`src/rtl/fp_pkg.sv`:
```
// ----------------------------------------------------------------------------
// fp_pkg : shared encodings and pattern helpers for the small-float datapath
// Revision: 1.0
// ----------------------------------------------------------------------------
`default_nettype none

package fp_pkg;

  typedef enum logic [1:0] {
    CLS_ZERO = 2'd0,
    CLS_NORM = 2'd1,
    CLS_INF  = 2'd2,
    CLS_NAN  = 2'd3
  } fp_class_e;

  // Bit positions inside the 4-bit flags vector {invalid, overflow, underflow, inexact}
  localparam int c_FLG_INV = 3;
  localparam int c_FLG_OVF = 2;
  localparam int c_FLG_UNF = 1;
  localparam int c_FLG_INX = 0;

  localparam logic c_RM_RNE = 1'b0;
  localparam logic c_RM_RTZ = 1'b1;

  function automatic logic [31:0] fp_bias(input int exp_w);
    return 32'((1 << (exp_w - 1)) - 1);
  endfunction

  // Magnitude patterns (sign bit excluded); callers cast to their own width
  function automatic logic [31:0] fp_inf(input int exp_w, input int man_w);
    return 32'(((1 << exp_w) - 1) << man_w);
  endfunction

  function automatic logic [31:0] fp_nan(input int exp_w, input int man_w);
    return 32'((((1 << exp_w) - 1) << man_w) | (1 << (man_w - 1)));
  endfunction

  function automatic logic [31:0] fp_max_fin(input int exp_w, input int man_w);
    return 32'((((1 << exp_w) - 2) << man_w) | ((1 << man_w) - 1));
  endfunction

endpackage

`default_nettype wire

```
`src/rtl/fp_round.sv`:
```
// ----------------------------------------------------------------------------
// fp_round : normalise a raw significand product and round it to MAN_W bits
// Revision: 1.0
// ----------------------------------------------------------------------------
`default_nettype none

module fp_round
  import fp_pkg::*;
#(
  parameter int EXP_W = 4,
  parameter int MAN_W = 3
) (
  input  logic [2*MAN_W+1:0]      i_prod,
  input  logic signed [EXP_W+1:0] i_exp,
  input  logic                    i_rm,
  output logic [MAN_W-1:0]        o_frac,
  output logic signed [EXP_W+1:0] o_exp,
  output logic                    o_inexact
);

  localparam int c_P = 2*MAN_W + 2;

  logic [c_P-1:0] w_norm;
  logic           w_guard;
  logic           w_sticky;
  logic           w_lsb;
  logic           w_up;
  logic [MAN_W:0] w_sum;

  // Align so the hidden one always sits at bit c_P-1
  assign w_norm    = i_prod[c_P-1] ? i_prod : (i_prod << 1);
  assign w_lsb     = w_norm[MAN_W+1];
  assign w_guard   = w_norm[MAN_W];
  assign w_sticky  = |w_norm[MAN_W-1:0];
  assign w_up      = (i_rm == c_RM_RNE) && w_guard && (w_sticky || w_lsb);
  assign w_sum     = {1'b0, w_norm[c_P-2 -: MAN_W]} + (MAN_W+1)'(w_up);

  assign o_frac    = w_sum[MAN_W-1:0];
  assign o_exp     = i_exp + $signed((EXP_W+2)'(i_prod[c_P-1]))
                           + $signed((EXP_W+2)'(w_sum[MAN_W]));
  assign o_inexact = w_guard || w_sticky;

endmodule

`default_nettype wire

```
`src/rtl/fp_mul_pipe.sv`:
```
// ----------------------------------------------------------------------------
// fp_mul_pipe : three-stage valid/ready floating-point multiplier with flags
// Revision: 1.0
// ----------------------------------------------------------------------------
`default_nettype none

module fp_mul_pipe
  import fp_pkg::*;
#(
  parameter int EXP_W = 4,
  parameter int MAN_W = 3
) (
  input  logic                   clk,
  input  logic                   rst_n,
  input  logic                   in_valid,
  output logic                   in_ready,
  input  logic [EXP_W+MAN_W:0]   a,
  input  logic [EXP_W+MAN_W:0]   b,
  input  logic                   rm,
  output logic                   out_valid,
  input  logic                   out_ready,
  output logic [EXP_W+MAN_W:0]   result,
  output logic [3:0]             flags
);

  localparam int c_W = 1 + EXP_W + MAN_W;
  localparam int c_P = 2*MAN_W + 2;
  localparam logic signed [EXP_W+1:0] c_BIAS     = (EXP_W+2)'(fp_bias(EXP_W));
  localparam logic signed [EXP_W+1:0] c_EXP_MAX  = (EXP_W+2)'((1 << EXP_W) - 1);
  localparam logic signed [EXP_W+1:0] c_EXP_ZERO = '0;
  localparam logic [c_W-1:0] c_NAN     = c_W'(fp_nan(EXP_W, MAN_W));
  localparam logic [c_W-2:0] c_INF_MAG = (c_W-1)'(fp_inf(EXP_W, MAN_W));
  localparam logic [c_W-2:0] c_MAX_MAG = (c_W-1)'(fp_max_fin(EXP_W, MAN_W));

  function automatic fp_class_e classify(input logic [EXP_W-1:0] e, input logic [MAN_W-1:0] f);
    if (e == '0) return CLS_ZERO;
    if (e == '1) return (f == '0) ? CLS_INF : CLS_NAN;
    return CLS_NORM;
  endfunction

  logic w_en1, w_en2, w_en3;
  logic r1_valid, r2_valid;

  // Stage S1 combinational inputs
  fp_class_e                w_cls_a, w_cls_b, w_cls;
  logic [c_P-1:0]           w_sig_a, w_sig_b;
  logic signed [EXP_W+1:0]  w_exp_sum;

  fp_class_e                r1_cls;
  logic                     r1_sign, r1_rm;
  logic signed [EXP_W+1:0]  r1_exp;
  logic [c_P-1:0]           r1_prod;

  logic [MAN_W-1:0]         w_frac;
  logic signed [EXP_W+1:0]  w_exp_rnd;
  logic                     w_inexact;

  fp_class_e                r2_cls;
  logic                     r2_sign, r2_rm, r2_inexact;
  logic signed [EXP_W+1:0]  r2_exp;
  logic [MAN_W-1:0]         r2_frac;

  logic [c_W-1:0]           w_res;
  logic [3:0]               w_flags;

  assign w_en3    = !out_valid || out_ready;
  assign w_en2    = !r2_valid || w_en3;
  assign w_en1    = !r1_valid || w_en2;
  assign in_ready = w_en1;

  assign w_cls_a   = classify(a[c_W-2 -: EXP_W], a[MAN_W-1:0]);
  assign w_cls_b   = classify(b[c_W-2 -: EXP_W], b[MAN_W-1:0]);
  assign w_sig_a   = {{(MAN_W+1){1'b0}}, 1'b1, a[MAN_W-1:0]};
  assign w_sig_b   = {{(MAN_W+1){1'b0}}, 1'b1, b[MAN_W-1:0]};
  assign w_exp_sum = $signed({2'b00, a[c_W-2 -: EXP_W]})
                   + $signed({2'b00, b[c_W-2 -: EXP_W]}) - c_BIAS;

  always_comb begin
    w_cls = CLS_NORM;
    if (w_cls_a == CLS_NAN || w_cls_b == CLS_NAN ||
        (w_cls_a == CLS_ZERO && w_cls_b == CLS_INF) ||
        (w_cls_a == CLS_INF && w_cls_b == CLS_ZERO))
      w_cls = CLS_NAN;
    else if (w_cls_a == CLS_INF || w_cls_b == CLS_INF)
      w_cls = CLS_INF;
    else if (w_cls_a == CLS_ZERO || w_cls_b == CLS_ZERO)
      w_cls = CLS_ZERO;
  end

  fp_round #(.EXP_W(EXP_W), .MAN_W(MAN_W)) u_round (
    .i_prod    (r1_prod),
    .i_exp     (r1_exp),
    .i_rm      (r1_rm),
    .o_frac    (w_frac),
    .o_exp     (w_exp_rnd),
    .o_inexact (w_inexact)
  );

  // Stage S3: range check and pack
  always_comb begin
    w_res   = '0;
    w_flags = '0;
    case (r2_cls)
      CLS_NAN: begin
        w_res              = c_NAN;
        w_flags[c_FLG_INV] = 1'b1;
      end
      CLS_INF:  w_res = {r2_sign, c_INF_MAG};
      CLS_ZERO: w_res = {r2_sign, {(c_W-1){1'b0}}};
      default: begin
        if (r2_exp >= c_EXP_MAX) begin
          w_res              = {r2_sign, (r2_rm == c_RM_RNE) ? c_INF_MAG : c_MAX_MAG};
          w_flags[c_FLG_OVF] = 1'b1;
          w_flags[c_FLG_INX] = 1'b1;
        end else if (r2_exp <= c_EXP_ZERO) begin
          w_res              = {r2_sign, {(c_W-1){1'b0}}};
          w_flags[c_FLG_UNF] = 1'b1;
          w_flags[c_FLG_INX] = 1'b1;
        end else begin
          w_res              = {r2_sign, r2_exp[EXP_W-1:0], r2_frac};
          w_flags[c_FLG_INX] = r2_inexact;
        end
      end
    endcase
  end

  always_ff @(posedge clk or negedge rst_n) begin
    if (!rst_n) begin
      r1_valid  <= 1'b0;
      r2_valid  <= 1'b0;
      out_valid <= 1'b0;
      result    <= '0;
      flags     <= '0;
    end else begin
      if (w_en1) r1_valid <= in_valid;
      if (w_en2) r2_valid <= r1_valid;
      if (w_en3) begin
        out_valid <= r2_valid;
        if (r2_valid) begin
          result <= w_res;
          flags  <= w_flags;
        end
      end
    end
  end

  always_ff @(posedge clk) begin
    if (w_en1 && in_valid) begin
      r1_cls  <= w_cls;
      r1_sign <= a[c_W-1] ^ b[c_W-1];
      r1_rm   <= rm;
      r1_exp  <= w_exp_sum;
      r1_prod <= w_sig_a * w_sig_b;
    end
    if (w_en2 && r1_valid) begin
      r2_cls     <= r1_cls;
      r2_sign    <= r1_sign;
      r2_rm      <= r1_rm;
      r2_exp     <= w_exp_rnd;
      r2_frac    <= w_frac;
      r2_inexact <= w_inexact;
    end
  end

endmodule

`default_nettype wire

```
`config.mk`:
```
export PLATFORM = sky130hd
export DESIGN_NAME = fp_mul_pipe
export DESIGN_NICKNAME = d
export VERILOG_FILES = /design/src/rtl/fp_pkg.sv /design/src/rtl/fp_round.sv /design/src/rtl/fp_mul_pipe.sv
export SDC_FILE = /design/constraint.sdc
export NUM_CORES = 1
export LEC_CHECK = 0
export CAP_MARGIN = 40
export CORE_UTILIZATION = 40
export DETAILED_ROUTE_END_ITERATION = 10
export GPL_TIMING_DRIVEN = 0
export SLEW_MARGIN = 20
export SYNTH_ARGS = -nofsm -noshare
export SYNTH_HDL_FRONTEND = slang
export SYNTH_SLANG_ARGS = --single-unit
```
`constraint.sdc`:
```
create_clock -name clk -period 5.3 [get_ports clk]
set_clock_uncertainty 0.15 [all_clocks]
set_input_delay 0.53 -clock clk [delete_from_list [all_inputs] [get_ports clk]]
set_output_delay 0.53 -clock clk [all_outputs]
set_load 0.05 [all_outputs]
```
==> results.txt <==
- The number of nets in the synthesized netlist is 272.
* Ranking of synthesized cells by area: sky130_fd_sc_hd__edfxtp_1 38%, sky130_fd_sc_hd__dfrtp_1 15%, sky130_fd_sc_hd__ha_1 10%
- The floorplan step set the die height to 81.77 um.
- Based on the critical path, the design can be clocked at up to 311.8 MHz.
- Routed wl met3: 144 um
* Main combinational cell family by area after synthesis: adder cells
- Rows: 28
- Setup repair after global routing left no endpoint under its margin.
* Total number of vias: 1662
* Initial Util: 42.23%
- Proportion of layout cells with a drive suffix above 1: 4.135%
- In this run the tightest slew margin relative to its limit is 54.66%.
* Shortest clock period the worst path allows after layout: 3.208 ns
- The later pin in the worst-skew pair is clocked with a latency of 0.29 ns.
- Ranked by instance count, the synthesized netlist is headed by 32 x sky130_fd_sc_hd__edfxtp_1, 24 x sky130_fd_sc_hd__inv_1, 21 x sky130_fd_sc_hd__ha_1, 21 x sky130_fd_sc_hd__nor2_1, 20 x sky130_fd_sc_hd__nand2_1.
- After filler insertion, the fill cell instance count of the layout stands at 569.
* Synthesized-area fraction occupied by and/or/nand/nor cells: 15.09%
- Leading cell type by number of instances after synthesis: sky130_fd_sc_hd__edfxtp_1
- Sum of internal, switching and leakage power: 0.9738 mW
- Number of buffers inserted by post-CTS setup repair: 0
- After synthesis, the largest area contributor takes up 37.76% of total cell area.
* Number of vias per cell after detailed routing: 4.874
* Synth Area in Adders: 15.83%
- Sequential elements use 52.51% of the synthesized area.
- Die X: 81.77 um
* Pin slew with the least headroom to its limit: 0.6780 ns
- The tree is rooted in a sky130_fd_sc_hd__clkbuf_8.
* Final Hold Vio Count: 0
* Comb power frac: 28.4%
- Count of endpoints failing setup in the final report: 0
* Aggregate global routing overflow: 0
* Layout Cell Area excl Fill: 3074 um2
- The tree built by TritonCTS fans out to 47 sinks.
* GP Congestion: 0.7296
* Synthesized area: 2545 um2
* PwrDens: 316.8 nW/um2
- IO buf count: 34
- The clock passes through at most 2 buffers.
- Critical path arrival: 3.10 ns
- The detailed router finished its first iteration with 43 violations.
- Pre-Repair DR Iteration Count: 4
* Hold path start: r1_cls[0]$_SDFFCE_PP1P_
- The initial antenna violation count was 0.
- Required time reported for the critical path endpoint: 5.19 ns
- Area grow syn2layout: 20.80%
* Pin count of the biggest net entering global routing: 19
- Hold-critical path endpoint: r2_cls[0]$_DFFE_PP_
- Post-synth top area cell: sky130_fd_sc_hd__edfxtp_1
* Crit Reg-Reg Startpoint: r1_prod[7]$_DFFE_PP_
* Number of global-route vias before repair: 1590
* Number of warning messages in the yosys log: 0
- Antenna diode count: 0
- For this design the top-level I/O count stands at 35.
- Die Area: 6686 um2
* Uppermost signal routing layer after detailed routing: met4
- Per report_power, the sequential group accounts for 51.0% of the total.
- Wires add up to 3.994 mm.
* Compound-cell area share of the yosys netlist: 7.325%
- After technology mapping, the gate count stands at 223.
* All-Layer GR Usage: 14.06%
- Counting cells, the worst reg-to-reg path comes to 8.
* Global-route wire length before repair: 6.955 mm
- Worst Hold Slack: 0.2740 ns
- Max-cap violation count: 0
- Among all flip-flop cells after synthesis, the most frequent one is sky130_fd_sc_hd__edfxtp_1.
- Post-CTS repair changed the size of 0 cells.
* Xor and xnor fraction of the mapped netlist area: 4.130%
- In this run the worst hold path is classified as reg -> reg.
* Leakage component of the power: 1.267 nW
- The floorplan step defined a core boundary enclosing 6026 um2.
- Worst ir drop on vdd: 0.0001578 V
- Power share of the clock group: 20.6%
- Yosys mapped a number of flops with a built-in enable equal to 32.
* Nature of the critical path startpoint: input pin
- The number of different library cells used by synthesis comes to 36.
- Result of the run: finished clean
* Net switching share of the total power: 31.25%
- Worst reg2reg endpoint: r2_exp[2]$_DFFE_PP_
- After detailed routing, the average wire length per cell comes to 11.71 um.
- Clock-pin slew was measured on the worst setup and hold paths at 0.08 ns.
- Detail Route met2 WL: 1.929 mm
* Hpwl dp: 3.105 mm
* Post-synth ARST share: 31.91%
- Setup TNS: 0 ns
- In the routed design, unresolved DRC markers number 0.
- The max-slew violation count came to 0.
* Critical path start-end classification: in -> reg
- Counting flops and latches in the post-synthesis netlist gives 47.
- TritonCTS built the clock tree.
* Power spent charging and discharging nets: 0.3043 mW
- For this design, the CTS-stage hold fixing added 0 buffers.
* Number of nets in the finished design: 314
- Average size of a mapped cell: 11.41 um2
- Placement Cell Area: 2979 um2
- Setup slack on the worst flop-to-flop path: 2.69 ns
* Number of nets still failing antenna checks after routing: 0
* Internal: 0.6695 mW
- After detailed routing, the wire length on met1 is 1.857 mm.
- Max FO, Critical Path: 5
* Number of levels the H-tree was split into: 2
- Hold Path Cell Cnt: 0
* Post-synthesis mux area share: 1.229%
- The worst path uses 60.52% of the clock period.
- TritonCTS created 5 clock buffers.
- STA classifies the critical path endpoint as a flip-flop.
[cells in the final DEF (no fill, tap or decap), drive strengths merged, types with 2 or more instances in the layout]
master and n:
clkdlybuf4s50 34, edfxtp 32, inv 24, nor2 21, ha 21, nand2 20
dfrtp 15, a21oi 11, clkbuf 9, o21ai 8, xnor2 7, fa 7
and2 6, nand3 6, nand2b 5, xor2 5, nor3 4, nor2b 4
nor4 4, mux2i 2, or3 2, nand4 2, a221o 2, buf 2
[sequential cells by signal (all words and copies together) (netlist names), 2 cells and up]
| register | flops |
|---|---|
| flags | 4 |
| r1_cls | 2 |
| r1_exp | 6 |
| r1_prod | 8 |
| r2_cls | 2 |
| r2_exp | 6 |
| r2_frac | 3 |
| result | 8 |
[per-layer routing]
| metal | vias up | global-route usage (%) |
|---|---|---|
| met1 | 750 | 16.25 |
| met5 | - | 0 |
| met4 | 0 | 6.316 |
| met3 | 5 | 3.000 |
| met2 | 40 | 24.79 |
| li1 | 867 | - |
[stage by stage]
stage	cells	setup slack, ns	util, %
2_1_floorplan	223	2.422	-
5_1_grt	341	1.930	51.02
3_5_place_dp	332	1.765	49.44
3_3_place_gp	332	1.767	49.44
6_report	341	2.092	51.02
4_1_cts	340	2.080	50.77
[cell type report]
cell class / count / area (um2) / share of cell area (%)
inverters: 24 / 90.09 / 2.930
repair buffers: 35 / 355.3 / 11.56
clock buffers: 8 / 80.08 / 2.605
multi-input cells: 150 / 1110 / 36.10
plain buffers: 2 / 8.758 / 0.2849
well taps: 75 / 93.84 / 3.053
flip-flops and latches: 47 / 1336 / 43.47
[worst max-delay path, stage by stage]
cell and delay (ns):
sky130_fd_sc_hd__clkdlybuf4s50_1 0.56, sky130_fd_sc_hd__nand2_1 0.10, sky130_fd_sc_hd__fa_1 0.48, sky130_fd_sc_hd__inv_1 0.05, sky130_fd_sc_hd__fa_1 0.47, sky130_fd_sc_hd__ha_1 0.31, sky130_fd_sc_hd__a21oi_1 0.21, sky130_fd_sc_hd__o211ai_1 0.13
sky130_fd_sc_hd__a21oi_1 0.18, sky130_fd_sc_hd__xnor2_1 0.09
[how the worst max path moves through the flow]
stage	from	to	slack, ns	cells after the start
4_1_cts	a[2]	r1_prod[7]$_DFFE_PP_	2.08	10
3_3_place_gp	a[2]	r1_prod[7]$_DFFE_PP_	1.77	11
5_1_grt	b[2]	r1_prod[7]$_DFFE_PP_	1.93	10
2_1_floorplan	a[0]	r1_prod[6]$_DFFE_PP_	2.42	10
6_report	a[2]	r1_prod[7]$_DFFE_PP_	2.09	10
3_5_place_dp	a[2]	r1_prod[7]$_DFFE_PP_	1.76	11
[power by group through the flow]
| stage | clock, mW | sequential (mW) | combinational [mW] |
|---|---|---|---|
| after floorplan | 0 | 0.560 | 0.128 |
| after global placement | 0 | 0.504 | 0.273 |
| after detailed placement | 0 | 0.506 | 0.277 |
| after CTS | 0.211 | 0.497 | 0.278 |
| after global routing | 0.228 | 0.504 | 0.310 |
| final | 0.201 | 0.497 | 0.276 |
[cells by family after synthesis]
group | Yosys count
adder cells (fa/ha/maj) | 28
buffers and inverters | 26
multiplexers | 3
XOR/XNOR | 12
AND/OR/NAND/NOR | 78
flip-flops | 47
AO/OA/AOI/OAI | 29
Note: power is estimated with default switching activity, not from simulation.
